File: config.mk
export PLATFORM = sky130hd
export DESIGN_NAME = seq_gen_arbiter
export DESIGN_NICKNAME = d
export VERILOG_FILES = /design/src/rtl/seq_gen_arbiter.sv
export SDC_FILE = /design/constraint.sdc
export NUM_CORES = 1
export LEC_CHECK = 0
export CAP_MARGIN = 30
export CELL_PAD_IN_SITES_DETAIL_PLACEMENT = 1
export CELL_PAD_IN_SITES_GLOBAL_PLACEMENT = 2
export CORE_ASPECT_RATIO = 1.75
export CORE_MARGIN = 3
export CORE_UTILIZATION = 24
export DETAILED_ROUTE_END_ITERATION = 7
export PLACE_DENSITY = 0.87
export SLEW_MARGIN = 40
export SYNTH_ARGS = -nofsm -noshare
export SYNTH_HDL_FRONTEND = slang
export SYNTH_SLANG_ARGS = --single-unit
export TNS_END_PERCENT = 30
File: constraint.sdc
create_clock -name clk -period 3.07 [get_ports clk]
set_clock_uncertainty 0.2 [all_clocks]
set_input_delay 0.614 -clock clk [delete_from_list [all_inputs] [get_ports clk]]
set_output_delay 0.614 -clock clk [all_outputs]
set_load 0.01 [all_outputs]
File: src/rtl/seq_gen_arbiter.sv
// Round-robin front end sharing one sequence_gen between NREQ requesters: sequences the
// load phase, waits for a result or timeout, hands the response back and clears the generator.
module seq_gen_arbiter #(
  parameter int NREQ          = 4,
  parameter int TIMEOUT_SLACK = 4,
  parameter int RRW           = 3
) (
  input  logic                 clk,
  input  logic                 reset_n,
  input  logic [NREQ-1:0]      req,
  input  logic [NREQ-1:0]      req_mode,
  input  logic [16*NREQ-1:0]   req_order,
  input  logic [64*NREQ-1:0]   req_data,
  output logic [NREQ-1:0]      grant,
  output logic                 rsp_valid,
  input  logic                 rsp_ready,
  output logic [RRW-1:0]       rsp_id,
  output logic [63:0]          rsp_data,
  output logic [1:0]           rsp_status,
  output logic                 load,
  output logic                 fibonacci,
  output logic                 triangle,
  output logic                 clear,
  output logic [15:0]          order,
  output logic [63:0]          data_in,
  input  logic                 done,
  input  logic                 overflow,
  input  logic                 error,
  input  logic [63:0]          data_out,
  output logic                 proto_err
);

  typedef enum logic [2:0] {
    S_IDLE  = 3'd0,
    S_LOAD1 = 3'd1,
    S_LOAD2 = 3'd2,
    S_WAIT  = 3'd3,
    S_RESP  = 3'd4,
    S_CLR   = 3'd5
  } state_t;

  localparam logic [1:0]     ST_OK    = 2'b00;
  localparam logic [1:0]     ST_OVF   = 2'b01;
  localparam logic [1:0]     ST_ERR   = 2'b10;
  localparam logic [1:0]     ST_TMO   = 2'b11;
  localparam logic [RRW-1:0] LAST_RST = RRW'(NREQ - 1);
  localparam logic [16:0]    SLACK    = 17'(TIMEOUT_SLACK);

  state_t          r_state, w_next;
  logic [RRW-1:0]  r_winner, w_winner_n, w_pick, w_rsp_id_n;
  logic            w_found, w_sel_mode, r_mode, w_mode_n;
  logic [15:0]     w_sel_order, r_order, w_order_n;
  logic [63:0]     w_sel_data, r_data, w_data_n, w_rsp_data_n;
  logic [16:0]     r_cnt, w_cnt_n, w_limit;
  logic [1:0]      w_rsp_status_n;
  logic [NREQ-1:0] w_onehot;
  logic            w_loading, w_result, w_off_wait;

  assign w_limit    = {1'b0, r_order} + 17'd2 + SLACK;
  assign w_loading  = (w_next == S_LOAD1) || (w_next == S_LOAD2);
  assign w_result   = done | overflow | error;
  assign w_off_wait = (r_state == S_IDLE) || (r_state == S_LOAD1) ||
                      (r_state == S_LOAD2) || (r_state == S_CLR);

  // Round-robin pick: scan above the last winner first, then wrap to the low slots.
  always_comb begin
    w_found = 1'b0;
    w_pick  = {RRW{1'b0}};
    for (int j = 0; j < NREQ; j++) begin
      if (!w_found && req[j] && (j > int'(r_winner))) begin
        w_found = 1'b1;
        w_pick  = RRW'(j);
      end else begin
        w_found = w_found;
      end
    end
    for (int j = 0; j < NREQ; j++) begin
      if (!w_found && req[j] && (j <= int'(r_winner))) begin
        w_found = 1'b1;
        w_pick  = RRW'(j);
      end else begin
        w_found = w_found;
      end
    end
  end

  // Operand mux for the pick, plus the one-hot grant for whoever will hold the generator.
  always_comb begin
    w_sel_mode  = 1'b0;
    w_sel_order = 16'd0;
    w_sel_data  = 64'd0;
    w_onehot    = {NREQ{1'b0}};
    for (int j = 0; j < NREQ; j++) begin
      if (w_pick == RRW'(j)) begin
        w_sel_mode  = req_mode[j];
        w_sel_order = req_order[16*j +: 16];
        w_sel_data  = req_data[64*j +: 64];
      end else begin
        w_sel_mode  = w_sel_mode;
      end
      w_onehot[j] = (w_winner_n == RRW'(j));
    end
  end

  // Next-state and datapath updates; the result priority is error > overflow > done > timeout.
  always_comb begin
    w_next         = r_state;
    w_winner_n     = r_winner;
    w_mode_n       = r_mode;
    w_order_n      = r_order;
    w_data_n       = r_data;
    w_cnt_n        = r_cnt;
    w_rsp_id_n     = rsp_id;
    w_rsp_data_n   = rsp_data;
    w_rsp_status_n = rsp_status;
    case (r_state)
      S_IDLE: begin
        if (w_found) begin
          w_next     = S_LOAD1;
          w_winner_n = w_pick;
          w_mode_n   = w_sel_mode;
          w_order_n  = w_sel_order;
          w_data_n   = w_sel_data;
        end else begin
          w_next     = S_IDLE;
        end
      end
      S_LOAD1: w_next = S_LOAD2;
      S_LOAD2: begin
        w_next  = S_WAIT;
        w_cnt_n = 17'd1;
      end
      S_WAIT: begin
        w_rsp_id_n = r_winner;
        if (error) begin
          w_next = S_RESP; w_rsp_status_n = ST_ERR; w_rsp_data_n = data_out;
        end else if (overflow) begin
          w_next = S_RESP; w_rsp_status_n = ST_OVF; w_rsp_data_n = data_out;
        end else if (done) begin
          w_next = S_RESP; w_rsp_status_n = ST_OK;  w_rsp_data_n = data_out;
        end else if (r_cnt == w_limit) begin
          w_next = S_RESP; w_rsp_status_n = ST_TMO; w_rsp_data_n = 64'd0;
        end else begin
          w_cnt_n = r_cnt + 17'd1;
        end
      end
      S_RESP: begin
        if (rsp_ready) begin
          w_next = S_CLR;
        end else begin
          w_next = S_RESP;
        end
      end
      S_CLR: begin
        w_next  = S_IDLE;
        w_cnt_n = 17'd0;
      end
      default: w_next = S_IDLE;
    endcase
  end

  // State, latched request and registered outputs decoded from the next state.
  always_ff @(posedge clk or negedge reset_n) begin
    if (!reset_n) begin
      r_state    <= S_IDLE;
      r_winner   <= LAST_RST;
      r_mode     <= 1'b0;
      r_order    <= 16'd0;
      r_data     <= 64'd0;
      r_cnt      <= 17'd0;
      grant      <= {NREQ{1'b0}};
      rsp_valid  <= 1'b0;
      rsp_id     <= {RRW{1'b0}};
      rsp_data   <= 64'd0;
      rsp_status <= 2'b00;
      load       <= 1'b0;
      fibonacci  <= 1'b0;
      triangle   <= 1'b0;
      clear      <= 1'b0;
      order      <= 16'd0;
      data_in    <= 64'd0;
      proto_err  <= 1'b0;
    end else begin
      r_state    <= w_next;
      r_winner   <= w_winner_n;
      r_mode     <= w_mode_n;
      r_order    <= w_order_n;
      r_data     <= w_data_n;
      r_cnt      <= w_cnt_n;
      grant      <= (w_next == S_LOAD1) ? w_onehot : {NREQ{1'b0}};
      rsp_valid  <= (w_next == S_RESP);
      rsp_id     <= w_rsp_id_n;
      rsp_data   <= w_rsp_data_n;
      rsp_status <= w_rsp_status_n;
      load       <= w_loading;
      fibonacci  <= w_loading & ~w_mode_n;
      triangle   <= w_loading & w_mode_n;
      clear      <= (w_next == S_CLR);
      order      <= w_loading ? w_order_n : 16'd0;
      data_in    <= w_loading ? w_data_n : 64'd0;
      proto_err  <= proto_err | (w_result & w_off_wait);
    end
  end

endmodule

After elaboration in Yosys (flattened, before gate mapping)

Cells that the tools add are included.

Output and inout bits: 159
Bits in read-only memories: 0
Register bits after elaboration: 263
Memories kept: 0
Bits in writable memories: 0
Logic and storage cells: 140
Bits of input ports: 398
Latch bits: 0

Reduce and logical (&&, ||, !) cells: 29
Order comparisons: 6
Shifts and indexed selects: 0
Bitwise gates (word level): 7
Add/sub/neg operators: 3
$mul: 0
Muxes and demuxes: 57
Eq/ne operators: 20
Div/mod/pow operators: 0

Operators by type and width:

| operator                | count |
|---|---|
| $mux W64                | 11 |
| $mux W16                | 7 |
| $mux W17                | 4 |
| $pmux W17 S3            | 1 |
| $mux W3                 | 9 |
| $eq A3 B2 Y1 const B    | 7 |
| $add A16 B2 Y17 const B | 1 |
| $add A17 B1 Y17 const B | 1 |
| $add A17 B3 Y17 const B | 1 |
| $eq A17 B17 Y1          | 1 |
| $mux W1                 | 16 |
| $pmux W3 S5             | 1 |
| $mux W2                 | 7 |
| $eq A3 B1 Y1 const B    | 4 |
| $eq A3 B3 Y1 const B    | 4 |
| $logic_and A1 B1 Y1     | 12 |
| $logic_not A3 Y1        | 3 |
| $ne A2 B2 Y1 const B    | 4 |
| $gt A2 B3 Y1 const A    | 2 |
| $le A2 B3 Y1 const A    | 2 |
| $logic_not A1 Y1        | 6 |
| $reduce_and A5 Y1       | 1 |
| $logic_or A1 B1 Y1      | 4 |
| $mux W4                 | 1 |
| other kinds (8)         | 12 |

Logic depth before layout (Yosys ltp)

Depth after elaboration: 35
Gate-level depth with buffers: 12
Mapped depth without buffers: 9

Worst setup path after synthesis

OpenSTA, ideal clock, no wires.

Path type: register to register
Start point: register r_order[1]
End point: register r_cnt[14]
Data arrival time: 2.476 ns
Clock period less this slack: 2.754 ns
Stages on the path, launching flop included: 12
Setup time: 0.078 ns
Required time: 2.792 ns
Buffers on the path: 2
Path slack: 0.316 ns
Cells stage by stage: dfrtp_1 -> buf_2 -> inv_1 -> ha_1 -> nand4b_1 -> o21ai_0 -> a2111oi_1 -> o31ai_1 -> nor4_4 -> buf_6 -> or4_1 -> a21oi_1

Cells in the longest elaborated chain, start to end: 5

Ends and longest elaborated chain:

| item                        | RTL line | RTL |
|---|---|---|
| start: declaration          | 52       | `logic [15:0] w_sel_order, r_order, w_order_n;` |
| start signal: assignment    | 187      | `r_order <= w_order_n;` |
| $add A16 B2 Y17             | 59       | `assign w_limit = {1'b0, r_order} + 17'd2 + SLACK;` |
| $add A17 B3 Y17             | 59       |  |
| $eq A17 B17 Y1              | 141      | `end else if (r_cnt == w_limit) begin` |
| $ne A2 B2 Y1 (no line)      | n/a      |  |
| $reduce_and A5 Y1 (no line) | n/a      |  |
| end signal: assignment      | 189      | `r_cnt <= w_cnt_n;` |
| end: declaration            | 54       | `logic [16:0] r_cnt, w_cnt_n, w_limit;` |

No other way between the ends.
A chain may end at the register's enable or synchronous reset.

Worst setup path in the final report

Start point: register r_order[2]
End point: register r_cnt[15]

The elaborated chain is that of the path after synthesis.

==> results.txt <==
Clock root buffer - clkbuf_16
Final period utilization - 96.4%
CTS Buf Count - 29
Post-synth ARST share - 100%
Top cells by area, synth - dfrtp_1 (54%), a31oi_1 (8.2%), a311oi_1 (5.7%), a22o_1 (4.6%), o22ai_1 (4.1%)
Clk Latency, worst-skew pair - 0.56 ns
Top delay family on crit path - compound AO/OA/AOI/OAI gates
Total Routing Usage GR - 22.2%
Vias per Instance - 5.42
Port Buffers - 556
Syn Inst Count - 1166
Antenna Nets Post-Route - 0
Final HPWL DP - 47.0 mm
Hold Fails Final Rpt - 0
Post-DR wirelength/cell - 25.6 um
Grt ovf - 0
Crit path largest cell delay - 0.51 ns
Initial antenna violation count - 23
Maximum VDD drop - 490 uV
Worst setup margin - 0.111 ns
Post-Syn Area - 12100 sq um
First-pass GRT wire length - 91.0 mm
TritonCTS clock tree - done
Clk slew on worst S/H paths - 0.06 ns
Clock sink total - 263
Maximum clock frequency - 338 MHz
Io pins - 557
Largest area contributor in the netlist - dfrtp_1
Area Overhead vs Synth - 66.0%
Max-cap violations - 0
Outcome - finished clean
Most frequent cell after synthesis - dfrtp_1
Max stage delay cell, worst path - or4_1
CTS Buffer Depth - 3
Setup violators final - 0
Cell Rows - 108
Tightest Pin Transition - 0.714 ns
# H-tree levels - 1
Placed cells - 2345
CP required - 3.35 ns
Commonest cells post-synth - dfrtp_1 (261), a31oi_1 (159), nand2_1 (94)
1st-iter DRT viols - 512
Die Ht - 304 um
Number of global-route vias before repair - 14500
Fin crit period - 2.96 ns
Die ar. - 53400 sq um
Non-filler cells, final - 2417
EDFF count, synth - 0
#FFs+latches synth - 263
RSZ-0062 raised after global routing - yes
Post-layout nets - 2117
Slew margin rel. - 52.4%
Sequential area share after synthesis - 54.2%
Pre-CTS setup slack - -0.420 ns
Count of cell types in the netlist - 69
Share of the synthesized area in the top cell type - 53.8%
GP Congestion - 0.893
PD cells - 1020 nW/um^2
Starting Density - 24.4%
Final Slew Violations - 0
Pre-Repair DR Iteration Count - 5
Die W - 176 um
Hold WC Path Type - register to register
Syn avg cell area - 10.4 sq um
Placeable Area - 49900 sq um
Type of destination of the critical path - register
Crit path max fanout - 34
Leak - 7.91 nW
Share of layout cells above drive strength 1 - 8.75%
Pin count of the biggest net entering global routing - 71
WP buf/inv - 2
Primary FF master, synth - dfrtp_1
Number of remaining DRC errors - 0
Setup Crit Path Kind - register to register
Startpoint Class - register
Worst Path Arrival - 3.24 ns
CP cell instances - inv_1 > ha_2 > nand4b_1 > o21ai_0 > a2111oi_2 > o31ai_1 > nor4_4 > buf_12 > or4_1 > a21oi_1
Syn nets - 1566
Total Power - 20.5 mW
WL final - 61.9 mm
Vias - 13100
Synth warn - 0
layer usage:
layer / GRT usage [%] / vias up / wire length [um]
li1: - / 5737 / -
met1: 23.3 / 6662 / 21300
met2: 41.3 / 581 / 33000
met3: 5.33 / 126 / 4580
met4: 10.6 / 6 / 2980
met5: 0 / - / 29
area by class of cell:
class / count / area [sq um]
clock buffer: 38 / 810
multi-input combinational: 778 / 5160
sequential: 263 / 6580
clock inverter: 13 / 233
antenna: 20 / 50.0
timing repair buffer: 631 / 6440
inverter: 14 / 52.6
fill: 5436 / 29700
tap: 660 / 826
metrics by stage:
step           util (%)  TNS [ns]  area, sq um  hold slack [ns]
6_report           40.4         0        20200            0.255
5_1_grt            40.4   -0.0521        20100            0.281
4_1_cts            40.3         0        20100            0.262
3_5_place_dp       38.2    -39.30        19000            0.249
3_3_place_gp       38.2    -38.19        19000            0.244
2_1_floorplan         -         0        12100            0.118
path summary, 6_finish.rpt:
kind                                      start                       end  slack (ns)  cells past startpoint
max in group asynchronous               reset_n  rsp_data[39]$_DFFE_PN0P_        1.49                      3
min in group asynchronous               reset_n        order[0]$_DFF_PN0_        0.37                      2
max                        r_order[2]$_DFF_PN0_     r_cnt[15]$_DFFE_PN0P_        0.11                     10
min                         proto_err$_DFF_PN0_       proto_err$_DFF_PN0_        0.25                      1
max reg2reg                r_order[2]$_DFF_PN0_     r_cnt[15]$_DFFE_PN0P_        0.11                     10
min reg2reg                 proto_err$_DFF_PN0_       proto_err$_DFF_PN0_        0.25                      1
kinds of logic (layout without fill, tap and decap cells):
kind of cell    after synthesis  in the layout  synth area share [%]
simple gates                200            200                  8.21
fa+ha+maj                     2              2                 0.206
xor+xnor                     24             24                  1.84
mux                           5              5                 0.443
compound gates              547            547                  30.9
flops                       263            263                  54.2
buf+inv                     125            696                  4.14
other cells                   0             20                     0
where the power goes:
part | switching (mW) | total (mW) | internal (mW)
clock | 1.52 | 3.88 | 2.36
combinational | 5.86 | 10.8 | 4.92
sequential | 0.839 | 5.87 | 5.03
state kept, by name (all words and copies together), names as in the netlist, 4 cells and up:
name / count
data_in: 64
grant: 4
r_data: 64
r_order: 16
r_cnt: 17
order: 16
rsp_data: 64
cell usage in the layout (no fill, tap or decap), drive strengths merged, types with 24 or more instances in the layout:
cell           netlist  routed
nand2               94      94
o21ai               98      98
a31oi              159     159
a311oi              80      80
dfrtp              261     261
o22ai               79      79
clkbuf              93      38
a22o                64      64
clkdlybuf4s50        0     554
a21oi               24      24
buf                 18      76
what timing repair did:
action                                 CTS  global route
gates cloned                             0             0
buffers inserted                         0             0
setup endpoints to repair               60            75
resized for setup                        1             2
endpoints found under the hold margin   49             0
hold buffers                             1             0
No activity file was read; power rests on OpenSTA's default activity.
